===== config.mk =====
export PLATFORM = sky130hd
export DESIGN_NAME = prbs_gen_check
export DESIGN_NICKNAME = d
export VERILOG_FILES = /design/src/rtl/prbs_gen_check.sv
export SDC_FILE = /design/constraint.sdc
export NUM_CORES = 1
export LEC_CHECK = 0
export CAP_MARGIN = 20
export CORE_UTILIZATION = 40
export DETAILED_ROUTE_END_ITERATION = 8
export SYNTH_ARGS = -nofsm -noshare
export SYNTH_HDL_FRONTEND = slang
export SYNTH_SLANG_ARGS = --single-unit
export TNS_END_PERCENT = 100

===== constraint.sdc =====
create_clock -name clk -period 4.2 [get_ports clk]
set_input_delay 0.42 -clock clk [delete_from_list [all_inputs] [get_ports clk]]
set_output_delay 0.42 -clock clk [all_outputs]
set_load 0.02 [all_outputs]

===== src/rtl/prbs_gen_check.sv =====
// PRBS pattern generator and self-aligning checker for link/pad BIST.
// Supports PRBS7/15/23/31 with DATA_W bits per clock. The checker seeds its
// LFSR from the received stream (HUNT), verifies its prediction (CHECK),
// then counts bit errors while LOCKED.
// Reset rst_n is asynchronous and active-high despite its name; it matches the
// existing reset network this block is wired into.
module prbs_gen_check #(
    parameter int          DATA_W   = 1,
    parameter logic [30:0] SEED     = 31'h1,
    parameter int          LOCK_CNT = 32,
    parameter int          LOSS_CNT = 4,
    parameter int          ERR_W    = 16
) (
    input  logic              clk,
    input  logic              rst_n,
    input  logic              en,
    input  logic [1:0]        poly_sel,
    input  logic              inject_err,
    output logic [DATA_W-1:0] tx_data,
    output logic              tx_valid,
    input  logic [DATA_W-1:0] rx_data,
    input  logic              rx_valid,
    input  logic              clr_cnt,
    output logic              locked,
    output logic              err_pulse,
    output logic [ERR_W-1:0]  err_count
);

    localparam int GOOD_W = $clog2(LOCK_CNT + 1);
    localparam int LOSS_W = $clog2(LOSS_CNT + 1);
    localparam int POP_W  = $clog2(DATA_W + 1);
    localparam int SUM_W  = ((ERR_W > POP_W) ? ERR_W : POP_W) + 1;

    typedef enum logic [1:0] {HUNT, CHECK, LOCKED} chk_state_e;

    // Active bits of the LFSR for each polynomial length (7/15/23/31).
    function automatic logic [30:0] poly_mask(input logic [1:0] sel);
        case (sel)
            2'd0:    return 31'h0000_007F;
            2'd1:    return 31'h0000_7FFF;
            2'd2:    return 31'h007F_FFFF;
            default: return 31'h7FFF_FFFF;
        endcase
    endfunction

    // Feedback: XOR of bit N-1 and bit tap-1.
    function automatic logic poly_fb(input logic [30:0] s, input logic [1:0] sel);
        case (sel)
            2'd0:    return s[6]  ^ s[5];
            2'd1:    return s[14] ^ s[13];
            2'd2:    return s[22] ^ s[17];
            default: return s[30] ^ s[27];
        endcase
    endfunction

    // Oldest bit of the register, which is the next generator output bit.
    function automatic logic poly_msb(input logic [30:0] s, input logic [1:0] sel);
        case (sel)
            2'd0:    return s[6];
            2'd1:    return s[14];
            2'd2:    return s[22];
            default: return s[30];
        endcase
    endfunction

    // Number of received words needed to fill N bits of checker state.
    function automatic logic [5:0] fill_words(input logic [1:0] sel);
        int n;
        case (sel)
            2'd0:    n = 7;
            2'd1:    n = 15;
            2'd2:    n = 23;
            default: n = 31;
        endcase
        return 6'((n + DATA_W - 1) / DATA_W);
    endfunction

    logic [1:0]        poly_q;
    logic              poly_chg;
    logic [30:0]       gen_q, gen_d, gen_s;
    logic [DATA_W-1:0] gen_word;
    logic [DATA_W-1:0] tx_data_q, tx_data_d;
    logic              tx_valid_q, tx_valid_d;
    logic              inj_pend_q, inj_pend_d, inj_now;

    chk_state_e        state_q, state_d;
    logic [30:0]       chk_q, chk_d, chk_s, hunt_s;
    logic [DATA_W-1:0] exp_word, diff;
    logic              word_err;
    logic [POP_W-1:0]  pop;
    logic [SUM_W-1:0]  sum;
    logic [5:0]        fill_q, fill_d;
    logic [GOOD_W-1:0] good_q, good_d;
    logic [LOSS_W-1:0] loss_q, loss_d;
    logic              pulse_q, pulse_d;
    logic [ERR_W-1:0]  cnt_q, cnt_d;

    assign poly_chg  = (poly_sel != poly_q);
    assign tx_data   = tx_data_q;
    assign tx_valid  = tx_valid_q;
    assign locked    = (state_q == LOCKED);
    assign err_pulse = pulse_q;
    assign err_count = cnt_q;

    // Expand DATA_W generator steps; the oldest bit lands in the word MSB.
    // NOTE: every always_comb output gets a default first so no path can infer a latch.
    always_comb begin
        gen_s    = gen_q;
        gen_word = '0;
        for (int i = 0; i < DATA_W; i++) begin
            gen_word[DATA_W-1-i] = poly_msb(gen_s, poly_q);
            gen_s = {gen_s[29:0], poly_fb(gen_s, poly_q)} & poly_mask(poly_q);
        end
    end

    // Generator next state: advance on en, hold injection until used, reload on poly change.
    always_comb begin
        inj_now    = inject_err | inj_pend_q;
        gen_d      = gen_q;
        tx_data_d  = tx_data_q;
        tx_valid_d = en;
        inj_pend_d = inj_now;
        if (en) begin
            gen_d      = gen_s;
            tx_data_d  = gen_word ^ DATA_W'(inj_now);
            inj_pend_d = 1'b0;
        end
        if (poly_chg) begin
            gen_d = SEED & poly_mask(poly_sel);
        end
    end

    // Checker datapath: shift rx bits in (HUNT) or predict from own state (CHECK/LOCKED).
    always_comb begin
        hunt_s   = chk_q;
        chk_s    = chk_q;
        exp_word = '0;
        for (int i = 0; i < DATA_W; i++) begin
            hunt_s = {hunt_s[29:0], rx_data[DATA_W-1-i]} & poly_mask(poly_q);
            exp_word[DATA_W-1-i] = poly_fb(chk_s, poly_q);
            chk_s = {chk_s[29:0], exp_word[DATA_W-1-i]} & poly_mask(poly_q);
        end
        diff     = exp_word ^ rx_data;
        word_err = |diff;
        pop      = POP_W'($countones(diff));
        sum      = SUM_W'(cnt_q) + SUM_W'(pop);
    end

    // Checker FSM next state, lock/loss counters and saturating error count.
    always_comb begin
        state_d = state_q;
        chk_d   = chk_q;
        fill_d  = fill_q;
        good_d  = good_q;
        loss_d  = loss_q;
        pulse_d = 1'b0;
        cnt_d   = cnt_q;
        if (poly_chg) begin
            state_d = HUNT;
            fill_d  = '0;
            good_d  = '0;
            loss_d  = '0;
        end else if (rx_valid) begin
            unique case (state_q)
                HUNT: begin
                    chk_d = hunt_s;
                    if (fill_q == fill_words(poly_q) - 6'd1) begin
                        state_d = CHECK;
                        fill_d  = '0;
                        good_d  = '0;
                    end else begin
                        fill_d = fill_q + 6'd1;
                    end
                end
                CHECK: begin
                    chk_d = chk_s;
                    if (word_err) begin
                        state_d = HUNT;
                        fill_d  = '0;
                    end else if (good_q == GOOD_W'(LOCK_CNT - 1)) begin
                        state_d = LOCKED;
                        loss_d  = '0;
                    end else begin
                        good_d = good_q + GOOD_W'(1);
                    end
                end
                LOCKED: begin
                    chk_d = chk_s;
                    if (word_err) begin
                        pulse_d = 1'b1;
                        cnt_d   = (sum > SUM_W'({ERR_W{1'b1}})) ? {ERR_W{1'b1}} : ERR_W'(sum);
                        if (loss_q == LOSS_W'(LOSS_CNT - 1)) begin
                            state_d = HUNT;
                            fill_d  = '0;
                        end else begin
                            loss_d = loss_q + LOSS_W'(1);
                        end
                    end else begin
                        loss_d = '0;
                    end
                end
                default: state_d = HUNT;
            endcase
        end
        if (clr_cnt) begin
            cnt_d = '0;
        end
    end

    // State registers for generator and checker.
    // NOTE: sequential state uses non-blocking assignments so every register sees pre-edge values.
    always_ff @(posedge clk or posedge rst_n) begin
        if (rst_n) begin
            poly_q     <= 2'd0;
            gen_q      <= SEED & poly_mask(2'd0);
            tx_data_q  <= '0;
            tx_valid_q <= 1'b0;
            inj_pend_q <= 1'b0;
            state_q    <= HUNT;
            chk_q      <= '0;
            fill_q     <= '0;
            good_q     <= '0;
            loss_q     <= '0;
            pulse_q    <= 1'b0;
            cnt_q      <= '0;
        end else begin
            poly_q     <= poly_sel;
            gen_q      <= gen_d;
            tx_data_q  <= tx_data_d;
            tx_valid_q <= tx_valid_d;
            inj_pend_q <= inj_pend_d;
            state_q    <= state_d;
            chk_q      <= chk_d;
            fill_q     <= fill_d;
            good_q     <= good_d;
            loss_q     <= loss_d;
            pulse_q    <= pulse_d;
            cnt_q      <= cnt_d;
        end
    end

endmodule


# Word level (Yosys, flattened, before mapping)
# Cells that the tools add are included.
dict set report classes {
  order_cmp 1
  n_reduce_logical 18
  n_mux 50
  add_sub_neg 7
  eq_ne 18
  bitwise_logic 15
}
# operator n
set op_table {}
lappend op_table {{2-to-1 mux 16 bit} 6}
lappend op_table {{AND 31 bit} 3}
lappend op_table {{case mux 31 bit (3 select lines)} 1}
lappend op_table {{2-to-1 mux 6 bit} 14}
lappend op_table {{2-to-1 mux 31 bit} 2}
lappend op_table {{case mux 31 bit (2 select lines)} 1}
lappend op_table {{AND reduction 5 bit} 4}
lappend op_table {{2-to-1 mux 3 bit} 6}
lappend op_table {{case mux 6 bit (3 select lines)} 1}
lappend op_table {{adder 16 x 1 -> 17 bit} 1}
lappend op_table {{> comparator 17 x 16 -> 1 bit, second input constant} 1}
lappend op_table {{inequality test 3 bit, second input constant} 5}
lappend op_table {{case mux 5 bit (3 select lines)} 1}
lappend op_table {{2-to-1 mux 2 bit} 7}
lappend op_table {{adder 6 x 1 -> 6 bit, second input constant} 2}
lappend op_table {{case mux 6 bit (2 select lines)} 1}
lappend op_table {{nonzero test 2 bit} 6}
lappend op_table {{bitwise XOR 1 bit} 10}
lappend op_table {{case mux 1 bit (3 select lines)} 3}
lappend op_table {{inequality test 4 bit, second input constant} 2}
lappend op_table {{adder 6 x 2 -> 6 bit, second input constant} 1}
lappend op_table {{== test 6 x 5 -> 1 bit, second input constant} 1}
lappend op_table {{== test 6 bit} 1}
lappend op_table {{inequality test 3 x 1 -> 1 bit, second input constant} 2}
lappend op_table {{other kinds (19)} 27}
dict set report totals {
  inputBits 9
  out_inout_bits 20
  reg_bits 101
  elab_cells 121
}

# Longest topological paths before layout
dict set report logic_depth {
  word_depth 13
  depth_mapped 14
  depth_no_buf 11
}

# Worst setup path before layout
# Ideal clock, no wire load.
dict set report synth_timing {
  kind {flip-flop to flip-flop}
  startpoint {register poly_q[0]}
  endpoint {register cnt_q[11], in the netlist err_count[11]}
  setup_ps 120
  path_buffers 2
  path_slack_ps 1155
  arrival_ps 2924
  path_stages_with_launch 13
  required_ps 4080
  period_less_slack_ps 3045
  cell_sequence {dfrtp_1 -> buf_6 -> inv_4 -> mux4_2 -> xnor2_4 -> inv_2 -> ha_1 -> and3_1 -> clkbuf_1 -> nand4_1 -> nor4b_1 -> nand3_1 -> o211a_1}
}
dict set report synth_via {
  elab_chain_cells 11
  elab_cells_between_ends 17
  classes_between {add/sub: 1; order compare: 1; eq/ne: 4; mux: 7; bitwise: 1; reduce/logical: 3}
}
# item line
set synth_rtl {}
lappend synth_rtl {{start: declaration} 78} ;# logic [1:0] poly_q;
lappend synth_rtl {{start signal: assignment} 227} ;# poly_q <= poly_sel;
lappend synth_rtl {{== test 2 bit (tied with other cells)} 48} ;# case (sel)
lappend synth_rtl {{case mux 1 bit (3 select lines)} 48}
lappend synth_rtl {{bitwise XOR 1 bit} 143} ;# diff = exp_word ^ rx_data;
lappend synth_rtl {{adder 16 x 1 -> 17 bit} 146} ;# sum = SUM_W'(cnt_q) + SUM_W'(pop);
lappend synth_rtl {{> comparator 17 x 16 -> 1 bit} 191} ;# cnt_d = (sum > SUM_W'({ERR_W{1'b1}})) ? {ERR_W{1'b1}} : ERR_W'(sum);
lappend synth_rtl {{2-to-1 mux 16 bit} 191}
lappend synth_rtl {{2-to-1 mux 16 bit} 189} ;# if (word_err) begin
lappend synth_rtl {{2-to-1 mux 16 bit} 164} ;# unique case (state_q)
lappend synth_rtl {{2-to-1 mux 16 bit} 163} ;# end else if (rx_valid) begin
lappend synth_rtl {{2-to-1 mux 16 bit} 158} ;# if (poly_chg) begin
lappend synth_rtl {{2-to-1 mux 16 bit} 205} ;# if (clr_cnt) begin
lappend synth_rtl {{end signal: assignment} 238} ;# cnt_q <= cnt_d;
lappend synth_rtl {{end: declaration} 96} ;# logic [ERR_W-1:0] cnt_q, cnt_d;
# Several ways; a longest one is shown, not always the timed one. The select of a mux whose other input is x is not followed.
# A chain may end at the register's enable or synchronous reset.

# Final worst setup path
# Ends and elaborated chain as after synthesis.

==> flow_metrics.env <==
export IMPL_status="finished, violations left"
export IMPL_violations="design-rule violations"
export IMPL_fin_crit_sh=0.7889
export IMPL_grt_pass1_wl_um=16240
export IMPL_numCtsBuffers=9
export IMPL_antenna_cells=0
export IMPL_ys_ff_latch=101
export IMPL_grt_overflow=0
export IMPL_clkPwrFrac=0.382
export IMPL_use_met1=0.2201
export IMPL_hold_buffers=0
export IMPL_critical_path_class="reg2reg"
export IMPL_worstSetupEndpointType="flop"
export IMPL_viasPerCell=5.447
export IMPL_grt_usage=0.1643
export IMPL_hold_path_class="reg2reg"
export IMPL_syn_num_nets=490
export IMPL_gp_congestion=0.7794
export IMPL_cts_tree="done"
export IMPL_netSwitchingFraction=0.2603
export IMPL_dpl_hpwl_um=6229
export IMPL_synthFlopType="dfrtp_1"
export IMPL_p_leak_nw=2.506
export IMPL_finalMaxSlewViolations=0
export IMPL_synth_most_common_cell="dfrtp_1"
export IMPL_syn_area_um2=4748
export IMPL_whs_ns=0.4703
export IMPL_port_buffers=28
export IMPL_synth_top_area_share=0.5270
export IMPL_final_util=0.4708
export IMPL_synth_edf_count=0
export IMPL_syn_to_final_growth_pct=14.18
export IMPL_cts_root_buffer="clkbuf_16"
export IMPL_ys_top_cells_by_count="dfrtp_1, nand2_1, nand3_1"
export IMPL_period_needed_ns=3.313
export IMPL_ys_async_sr_fraction=1.000
export IMPL_hold_viol=0
export IMPL_rsz0062_at_grt="no"
export IMPL_gr_usage_met3=0.03116
export IMPL_drive_gt1_frac=0.08114
export IMPL_coreArea_um2=11520
export IMPL_ant_nets=0
export IMPL_cts_repair_resized=0
export IMPL_htree_levels=3
export IMPL_intPower_mw=1.518
export IMPL_initial_core_util=0.4123
export IMPL_clk_pin_slew_ns=0.07
export IMPL_vdd_ir_drop_max_mv=0.2255
export IMPL_cts_sinks=101
export IMPL_setup_tns_ns=0
export IMPL_vias=3464
export IMPL_antenna_found_initial=0
export IMPL_max_freq_mhz=301.8
export IMPL_worstMarginPinSlew_ns=0.8165
export IMPL_startpoint_type="flop"
export IMPL_switchingPower_mw=0.5340
export IMPL_post_cts_buffers=0
export IMPL_synth_warnings=0
export IMPL_fp_dieArea_um2=12310
export IMPL_syn_avg_cell_area_um2=10.10
export IMPL_yosys_area_top_type="dfrtp_1"
export IMPL_grt_pass1_vias=3396
export IMPL_cap_viol_max_count=0
export IMPL_ys_types=58
export IMPL_clk_path_buf_depth=2
export IMPL_synthTopCellsByArea="dfrtp_1, nand2_1, a22o_1, nand3_1, ha_1"
export IMPL_drt_iter0_drc=205
export IMPL_crit_fanout=8
export IMPL_die_width_um=111.0
export IMPL_worstPathArrival_ns=3.55
export IMPL_core_rowCount=39
export IMPL_seq_area_frac_synth=0.5325
export IMPL_grt_use_met2=0.2583
export IMPL_syn_inst=470
export IMPL_wl_um=9112
export IMPL_pwr_share_seq=0.511
export IMPL_clock_skew_ns=0.008344
export IMPL_comb_power_share=0.107
export IMPL_first_pass_iters=6
export IMPL_route_detailed_drc=8
export IMPL_wl_per_cell_um=14.33
export IMPL_fin_nets=508
export IMPL_grt_max_degree=45
export IMPL_relSlewSlack=0.4480
export IMPL_powerDensity_nw_per_um2=378.5
export IMPL_setup_ws_ns=0.8866
export IMPL_io_pins=29
export IMPL_dp_slack_ns=0.9136
export IMPL_setup_viol=0
export IMPL_fp_dieH_um=111.0
export IMPL_worstPathRequired_ns=4.44
export IMPL_gr_max_usage_layer="met2"
export IMPL_insertion_delay_ns=0.35
[power groups by stage]
stage	logic [mW]	registers (mW)	clock network [mW]
floorplan	0.164	1.06	0
global placement	0.219	1.06	0
detailed placement	0.223	1.07	0
CTS	0.224	1.05	0.806
global route	0.254	1.05	0.843
finish	0.219	1.05	0.784
[flip-flops by register name, summed over array words and instances (netlist names)]
register and count:
loss_q 3, inj_pend_q 1, err_pulse 1, chk_q 31, good_q 6, tx_data 1, poly_q 2, err_count 16
fill_q 6, tx_valid 1, state_q 2, gen_q 31
[area by class of cell]
| type | count | area, um2 |
|---|---|---|
| flip-flops and latches | 101 | 2529 |
| multi-input cells | 322 | 2031 |
| clock inverters | 4 | 31.28 |
| well taps | 143 | 178.9 |
| fillers | 1081 | 6095 |
| clock buffers | 12 | 246.5 |
| repair buffers | 34 | 325.3 |
| inverters | 20 | 80.08 |
[worst paths after layout]
| check | from | slack (ns) | to | depth (start not counted) |
|---|---|---|---|---|
| max in group asynchronous | rst_n | 2.93 | chk_q[13] | 3 |
| min in group asynchronous | rst_n | 0.48 | gen_q[3] | 2 |
| setup / recovery | poly_q[0] | 0.89 | err_count[11] | 10 |
| setup reg to reg | poly_q[0] | 0.89 | err_count[11] | 10 |
| hold reg to reg | chk_q[3] | 0.47 | chk_q[4] | 2 |
| hold / removal | chk_q[3] | 0.47 | chk_q[4] | 2 |
[critical path, stage by stage (launching register included)]
cell and delay [ns]:
dfrtp_1 0.48, inv_4 0.12, mux4_2 0.57, xnor2_4 0.19, inv_2 0.14, ha_1 0.17
and3_1 0.24, nand4_1 0.18, nor4b_1 0.72, nand3_1 0.15, o211a_1 0.25
[through the flow]
step                      area (um2)  instances  total power [mW]
after floorplan                 4748        470             1.225
after global placement          5144        620             1.283
after detailed placement        5144        620             1.291
after CTS                       5421        636             2.079
after global routing            5421        636             2.151
final                           5421        636             2.052
[layout by cell type (no fill, tap or decap), drive strengths merged, types with 5 or more instances in the layout]
cell type	instances
dfrtp	100
nand2	83
nand3	30
clkdlybuf4s50	28
nor2	26
a22o	24
inv	22
o21ai	20
a21oi	15
clkbuf	12
ha	11
mux2i	9
nor3	9
xor2	8
and3	7
or2	6
buf	6
xnor2	6
or3	5
nand4	5
[metal layers]
layer / routed length [um] / vias to the layer above
li1: - / 1691
met3: 270 / 14
met4: 180 / 0
met2: 4293 / 47
met5: 0 / -
met1: 4368 / 1712
[logic make-up (layout without fill, tap and decap cells)]
kind of cell | Yosys count | count (layout) | share of synthesized area
AND/OR/NAND/NOR | 194 | 194 | 0.1931
flip-flops | 101 | 101 | 0.5325
AO/OA/AOI/OAI | 87 | 87 | 0.1315
buffers and inverters | 47 | 70 | 0.03979
multiplexers | 16 | 16 | 0.04427
XOR/XNOR | 14 | 14 | 0.02978
adder cells (fa/ha/maj) | 11 | 11 | 0.02899
(Power assumes the default switching activity.)
